<file path="config.mk">
export PLATFORM = sky130hd
export DESIGN_NAME = of_input_arbiter
export DESIGN_NICKNAME = d
export VERILOG_FILES = /design/src/rtl/of_defs.sv /design/src/rtl/of_rr_select.sv /design/src/rtl/of_input_arbiter.sv
export SDC_FILE = /design/constraint.sdc
export NUM_CORES = 1
export LEC_CHECK = 0
export CORE_AREA = 2 2 145 147
export DETAILED_ROUTE_END_ITERATION = 7
export DIE_AREA = 0 0 147 149
export GPL_ROUTABILITY_DRIVEN = 0
export MAX_ROUTING_LAYER = met4
export PLACE_DENSITY = 0.68
export SLEW_MARGIN = 20
export SYNTH_ARGS = -nofsm -noshare
export SYNTH_HDL_FRONTEND = slang
export SYNTH_SLANG_ARGS = --single-unit
</file>
<file path="constraint.sdc">
create_clock -name clk -period 3 [get_ports clk]
set_input_delay 0.9 -clock clk [delete_from_list [all_inputs] [get_ports clk]]
set_output_delay 0.9 -clock clk [all_outputs]
set_load 0.05 [all_outputs]
</file>
<file path="src/rtl/of_defs.sv">
// of_defs: shared state encodings and counter width for of_input_arbiter
package of_defs;
  typedef enum logic [1:0] {ARB_IDLE, ARB_HDR, ARB_PAYLOAD} arb_state_t;
  localparam int PKT_CNT_WIDTH = 32;
endpackage

</file>
<file path="src/rtl/of_rr_select.sv">
// of_rr_select: combinational round-robin picker, first requester at or above ptr with wrap
module of_rr_select #(
  parameter int N  = 4,
  parameter int IW = $clog2(N)
) (
  input  logic [N-1:0]  req,
  input  logic [IW-1:0] ptr,
  output logic [IW-1:0] winner,
  output logic          valid
);
  logic [2*N-1:0] rot;
  logic [IW-1:0]  off;
  logic [IW:0]    sum;
  always_comb begin
    rot = {req, req} >> ptr;
    off = '0;
    for (int i = N - 1; i >= 0; i--)
      if (rot[i]) off = IW'(i);
    sum = {1'b0, ptr} + {1'b0, off};
    winner = sum >= (IW+1)'(N) ? IW'(sum - (IW+1)'(N)) : sum[IW-1:0];
    valid = |req;
  end
endmodule

</file>
<file path="src/rtl/of_input_arbiter.sv">
// of_input_arbiter: packet-granular round-robin merge of NUM_INPUTS streams, 1-cycle registered output.
// Define OF_ARB_PKT_CNT_EN to add per-input forwarded-packet counters on pkt_cnt.
module of_input_arbiter
  import of_defs::*;
#(
  parameter int DATA_WIDTH = 64,
  parameter int CTRL_WIDTH = DATA_WIDTH / 8,
  parameter int NUM_INPUTS = 4,
  parameter int IDX_WIDTH  = $clog2(NUM_INPUTS)
) (
  input  logic                           clk,
  input  logic                           reset,
  input  logic [NUM_INPUTS*DATA_WIDTH-1:0] in_data,
  input  logic [NUM_INPUTS*CTRL_WIDTH-1:0] in_ctrl,
  input  logic [NUM_INPUTS-1:0]          in_wr,
  input  logic [NUM_INPUTS-1:0]          in_req,
  output logic [NUM_INPUTS-1:0]          in_rdy,
  output logic [DATA_WIDTH-1:0]          out_data,
  output logic [CTRL_WIDTH-1:0]          out_ctrl,
  output logic                           out_wr,
  input  logic                           out_rdy,
  output logic [IDX_WIDTH-1:0]           grant_idx
`ifdef OF_ARB_PKT_CNT_EN
  ,
  output logic [NUM_INPUTS*PKT_CNT_WIDTH-1:0] pkt_cnt
`endif
);
  arb_state_t            state;
  logic [IDX_WIDTH-1:0]  rr_ptr, winner, next_ptr;
  logic                  req_valid, accept, eop;
  logic [DATA_WIDTH-1:0] sel_data;
  logic [CTRL_WIDTH-1:0] sel_ctrl;
  of_rr_select #(.N(NUM_INPUTS), .IW(IDX_WIDTH)) u_rr_select (
    .req   (in_req),
    .ptr   (rr_ptr),
    .winner(winner),
    .valid (req_valid)
  );
  assign sel_data = in_data[grant_idx*DATA_WIDTH +: DATA_WIDTH];
  assign sel_ctrl = in_ctrl[grant_idx*CTRL_WIDTH +: CTRL_WIDTH];
  always_comb begin
    in_rdy = '0;
    in_rdy[grant_idx] = (state != ARB_IDLE) & out_rdy;
  end
  assign accept   = in_wr[grant_idx] & in_rdy[grant_idx];
  assign eop      = accept & (state == ARB_PAYLOAD) & (|sel_ctrl);
  assign next_ptr = grant_idx == IDX_WIDTH'(NUM_INPUTS - 1) ? '0 : grant_idx + 1'b1;
  always_ff @(posedge clk) begin
    if (!reset) begin
      state     <= ARB_IDLE;
      grant_idx <= '0;
      rr_ptr    <= '0;
      out_wr    <= 1'b0;
      out_data  <= '0;
      out_ctrl  <= '0;
    end else begin
      out_wr <= accept;
      if (accept) begin
        out_data <= sel_data;
        out_ctrl <= sel_ctrl;
      end
      case (state)
        ARB_IDLE: if (req_valid) begin
          grant_idx <= winner;
          state     <= ARB_HDR;
        end
        ARB_HDR: if (accept && sel_ctrl == '0) state <= ARB_PAYLOAD;
        ARB_PAYLOAD: if (eop) begin
          state  <= ARB_IDLE;
          rr_ptr <= next_ptr;
        end
        default: state <= ARB_IDLE;
      endcase
    end
  end
`ifdef OF_ARB_PKT_CNT_EN
  always_ff @(posedge clk)
    for (int i = 0; i < NUM_INPUTS; i++)
      if (!reset) pkt_cnt[i*PKT_CNT_WIDTH +: PKT_CNT_WIDTH] <= '0;
      else if (eop && grant_idx == IDX_WIDTH'(i))
        pkt_cnt[i*PKT_CNT_WIDTH +: PKT_CNT_WIDTH] <= pkt_cnt[i*PKT_CNT_WIDTH +: PKT_CNT_WIDTH] + 1'b1;
`endif
endmodule

</file>
==> reports/results.txt <==
status: finished clean
initial antenna violation count: 0
Slew headroom: 40.81%
RSZ-0062 raised after global routing: false
cells after synthesis: 477
via count: 5058
Iter 0 DRT Violations: 195
startpoint type of the worst setup path: input port
Worst-Skew Late Latency: 0.34 ns
combinational group share of total power: 33.6%
Global Route Usage Sum: 17.15%
EDFF count, synth: 0
number of clock sinks: 79
htree depth: 3
clock skew: 0.008804 ns
Switching Fraction: 28.84%
critical-path cell with the highest stage delay: clkdlybuf4s50_1
yosys warns: 0
Synth area leaders: mux4_2 (34%), dfxtp_1 (33%), nand2_1 (12%), a21oi_1 (7.8%), buf_2 (1.6%)
row count: 53
die area: 0.02190 sq mm
CP peak stage delay: 0.45 ns
overall power: 3.426 mW
cts repair resizes: 0
layout net count: 1135
DRT Pass-1 Iters: 4
via/cell ratio: 4.553
pin count of the biggest net entering global routing: 64
area of the core: 0.02056 sq mm
Max Clk Rate: 356.0 MHz
vias in the first global route: 5097
Yosys cell types: 36
hold crit path type: register to register
area grow syn2layout: 92.83%
max-slew violation count: 0
Top Ports: 378
Die H: 149 um
Critical Path Fanout Max: 6
post-route minimum period: 2.809 ns
measured slew at the worst slew-check pin: 0.8878 ns
Die W: 147 um
CTS tree: yes
# placed instances: 1095
Post-DP Area: 0.008850 sq mm
flops & latches, synth: 79
hpwl dp: 14940 um
VDD IR max: 209.6 uV
LEAKAGE: 3.066 nW
Synth Flop Type: dfxtp_1
Syn Area/Cell: 9.955 sq um
antenna viol nets, final: 0
DRC Markers: 0
final number of setup-violating endpoints: 0
CTS clk-pin slew, worst paths: 0.06 ns
clock share of power: 33.1%
initial core utilization: 23.10%
critical path, cell by cell: clkdlybuf4s50_1, o21a_1, and2_1, buf_12
Non-Filler Instances: 1111
Post CTS Setup Buffer Count: 0
Synth area leader: mux4_2
FFs w/ async S/R, synth: 0%
final WL: 18840 um
first-pass GRT wire length: 27950 um
Crit path required time: 2.10 ns
Worst Setup End Kind: primary output
clock buffer depth: 2
port bufs: 377
sequential share of power: 33.3%
Seq/Total Area, Yosys: 33.31%
clock root buffer: clkbuf_16
ratio of cells with drive above 1 in the final layout: 12.92%
Final Instance Area: 0.009156 sq mm
share of the synthesized area in the top cell type: 34.15%
Mapped Nets: 781
final hold vios: 0
# diodes: 0
max cap viols: 0
Net Sw Power: 0.9882 mW
pwr/cell area: 374.2 mW/mm^2
internal power: 2.438 mW
setup TNS: 0 ns
grt total ovfl: 0
Final period util: 93.63%
Hold Buf Count CTS: 0
WS Path Type: input port to primary output
CTS buffer count: 9
setup slack, reg-to-reg: 0.73 ns
Critical Path AT: 1.91 ns
Mapped Area: 0.004748 sq mm
wire length per cell: 16.95 um
## cell usage after synthesis, types with 2 or more instances
cell type / instances
nand2_1: 154
dfxtp_1: 79
a21oi_1: 74
mux4_2: 72
clkbuf_1: 16
buf_2: 15
nor2_1: 8
buf_4: 6
ha_1: 5
and2_1: 4
inv_1: 4
o21ai_0: 4
buf_1: 3
mux2i_1: 3
nor4_1: 3
o211ai_1: 3
a21o_1: 2
buf_6: 2
nand3_1: 2
nor3_1: 2
## power groups by stage
stage	Sequential, mW	Clock, mW	Combinational [mW]
global placement	1.16	0	1.15
CTS	1.14	1.17	1.17
global route	1.15	1.22	1.22
detailed placement	1.16	0	1.16
finish	1.14	1.14	1.15
floorplan	1.32	0	0.407
## state kept, by name, indices dropped and copies added, names as in the netlist
| name | count |
|---|---|
| grant_idx | 2 |
| out_data | 64 |
| out_wr | 1 |
| state | 2 |
| out_ctrl | 8 |
| rr_ptr | 2 |
## path summary, 6_finish.rpt
path                 from      endpoint  cells past startpoint
min           out_ctrl[4]   out_ctrl[4]                      2
max reg2reg  grant_idx[0]  out_data[54]                      8
max               out_rdy     in_rdy[1]                      4
min reg2reg   out_ctrl[4]   out_ctrl[4]                      2
## kinds of logic after synthesis
kind of cell / synth area share (%)
multiplexers: 34.78
AND/OR/NAND/NOR: 15.26
flip-flops: 33.31
AO/OA/AOI/OAI: 10.30
buffers and inverters: 4.822
adder cells (fa/ha/maj): 1.528
## area by class of cell
cell class | count | area [sq um]
fillers | 1985 | 11400
repair buffers | 385 | 3956
multi-input cells | 352 | 2945
flip-flops and latches | 79 | 1589
well taps | 275 | 344.1
clock buffers | 10 | 239.0
clock inverters | 6 | 67.56
inverters | 4 | 15.01
## critical path: cells and delay by family
kind                   cells  cell delay [ns]
and+or+nand+nor            1             0.20
AOI/OAI and AO/OA          1             0.20
buffers and inverters      2             0.60
## cells in the final DEF, fill, tap and decap left out, types with 2 or more instances in the layout
cell | Yosys | final
dfxtp_1 | 79 | 77
nand2_1 | 154 | 154
o21ai_0 | 4 | 4
o211ai_1 | 3 | 3
a21o_1 | 2 | 2
nand3_1 | 2 | 2
clkbuf_16 | 0 | 9
clkinvlp_4 | 0 | 2
inv_1 | 4 | 3
mux2i_1 | 3 | 3
nor2_1 | 8 | 8
inv_6 | 0 | 2
buf_4 | 6 | 3
clkdlybuf4s50_1 | 0 | 371
dfxtp_4 | 0 | 2
ha_1 | 5 | 5
a21oi_1 | 74 | 74
and2_1 | 4 | 4
buf_12 | 0 | 11
nor3_1 | 2 | 2
mux4_2 | 72 | 72
nor4_1 | 3 | 3
## per-stage QoR
stage	utilization, %	setup WS (ns)	hold WS [ns]
after global routing	44.54	0.1068	0.4700
after CTS	44.54	0.1820	0.4546
after floorplan	-	0.1800	0.4593
after global placement	43.05	0.1928	0.4404
final	44.54	0.1912	0.4525
after detailed placement	43.05	0.1884	0.4464
## metal layers
layer | track usage (%) | vias up | wire, um
met2 | 29.06 | 226 | 9510
met5 | - | - | 0
met1 | 19.63 | 2356 | 7345
met4 | 7.115 | 0 | 549
li1 | - | 2447 | -
met3 | 4.037 | 29 | 1429
(Power assumes the default switching activity.)
==> patch, RTL diff (config.mk and constraints unchanged) <==
Change the parameter `DATA_WIDTH` from 64 to 56.
--- a/src/rtl/of_input_arbiter.sv
+++ b/src/rtl/of_input_arbiter.sv
@@ -4,5 +4,5 @@
   import of_defs::*;
 #(
-  parameter int DATA_WIDTH = 64,
+  parameter int DATA_WIDTH = 56,
   parameter int CTRL_WIDTH = DATA_WIDTH / 8,
   parameter int NUM_INPUTS = 4,
Ports: changed (resized in_ctrl, in_data, out_ctrl and out_data); port bits go from 378 to 333. No check against the original RTL was run, so the function may have changed too.
==> patch against the unedited design <==
Routed wire length is 13% lower; first-iteration DRC count shrank 19%; power down 13%; die area unchanged; area after synthesis down 11%; worst setup slack got worse by 0.045 ns; sequential cell count down 9; design area decreased by 11%; cell count shrank 8.1%; largest cell class unchanged; largest power group is now registers.
==> patch: results <==
set metrics [dict create \
    max-vdd-ir-drop_mv 0.2381 \
    grt_pass1_vias 4604 \
    top_regs "out_data: 56 flops, out_ctrl: 7 flops" \
    dp_hpwl_mm 12.98 \
    ctsRootBufferMaster "clkbuf_16" \
    postSynthCellCount 427 \
    skew_ns 0.005708 \
    clkTransAtPathRegs_ns 0.05 \
    syn-num-nets 695 \
    grt_max_degree 67 \
    intPower_mw 2.133 \
    p_per_area_mw_per_mm2 365.2 \
    p_seq_mw 1.01 \
    clkPwrFrac_pct 32.4 \
    cp.arrival_ns 1.95 \
    leakagePower_nw 2.749 \
    min_to "out_data[25]$_SDFFE_PN0P_" \
    async_reset_ff_share_pct 0 \
    worstHoldPathType "reg -> reg" \
    nets 1010 \
    placed_cell_area_mm2 0.007898 \
    ys_types 35 \
    worstSkewPairLatency_ns 0.33 \
    vias 4479 \
    min_from "out_data[25]$_SDFFE_PN0P_" \
    wire_per_inst_um 16.02 \
    regToRegStartpoint "grant_idx[0]$_SDFFE_PN0P_" \
    fin_crit_ns 2.854 \
    crit_end "in_rdy[1]" \
    grt_util_all_layers_pct 15.06 \
    drt_iter0_markers 157 \
    status "complete, no violations" \
    cts.repair.resized 0 \
    synthTopCellsByCount "nand2_1, dfxtp_1, a21oi_1" \
    cp_max_fo 6 \
    fin_cells 1021 \
    ys_seq_area_share_pct 33.01 \
    dp_slack_ns 0.1541 \
    dr.pass1.iters 4 \
    hold_ws_ns 0.4503 \
    relSlewSlack_pct 58.55 \
    r2r_slack_ns 0.90 \
    cts_post_setup_buffers_inserted 0 \
    rr_endpoint "out_data[30]$_SDFFE_PN0P_" \
    synth_area_leaders "dfxtp_1, mux4_2, nand2_1, a21oi_1, mux4_1" \
    placement.io_buffers 332 \
    drive_gt1_share_pct 11.93 \
    grt_pass1_wl_mm 24.89 \
]
[patch: cell types whose count changed after synthesis, moves of 3 or more]
cell	change
a21oi_1	-9
buf_1	-3
dfxtp_1	-9
mux4_1	+6
mux4_2	-15
nand2_1	-18
[patch: per-layer routing]
layer	vias up	global-route usage [%]	routed length, um
met1	2087	17.29	6480
met2	187	25.66	8229
met4	0	5.048	291
met3	18	4.037	1357
met5	-	-	0
li1	2187	-	-
[patch: cells by family after synthesis]
logic type	Yosys count	share of synthesized area, %
AOI/OAI and AO/OA	82	10.46
and+or+nand+nor	162	15.44
buffers and inverters	41	4.716
DFF	70	33.01
adders and majority gates	6	1.709
muxes	66	34.66
[patch: layout make-up]
type	instances	area [um^2]
Fill cell	2022	12400
Timing Repair Buffer	341	3478
Multi-Input combinational cell	316	2651
Sequential cell	70	1409
Tap cell	275	344.1
Clock buffer	13	250.2
Inverter	4	15.01
Clock inverter	2	10.01
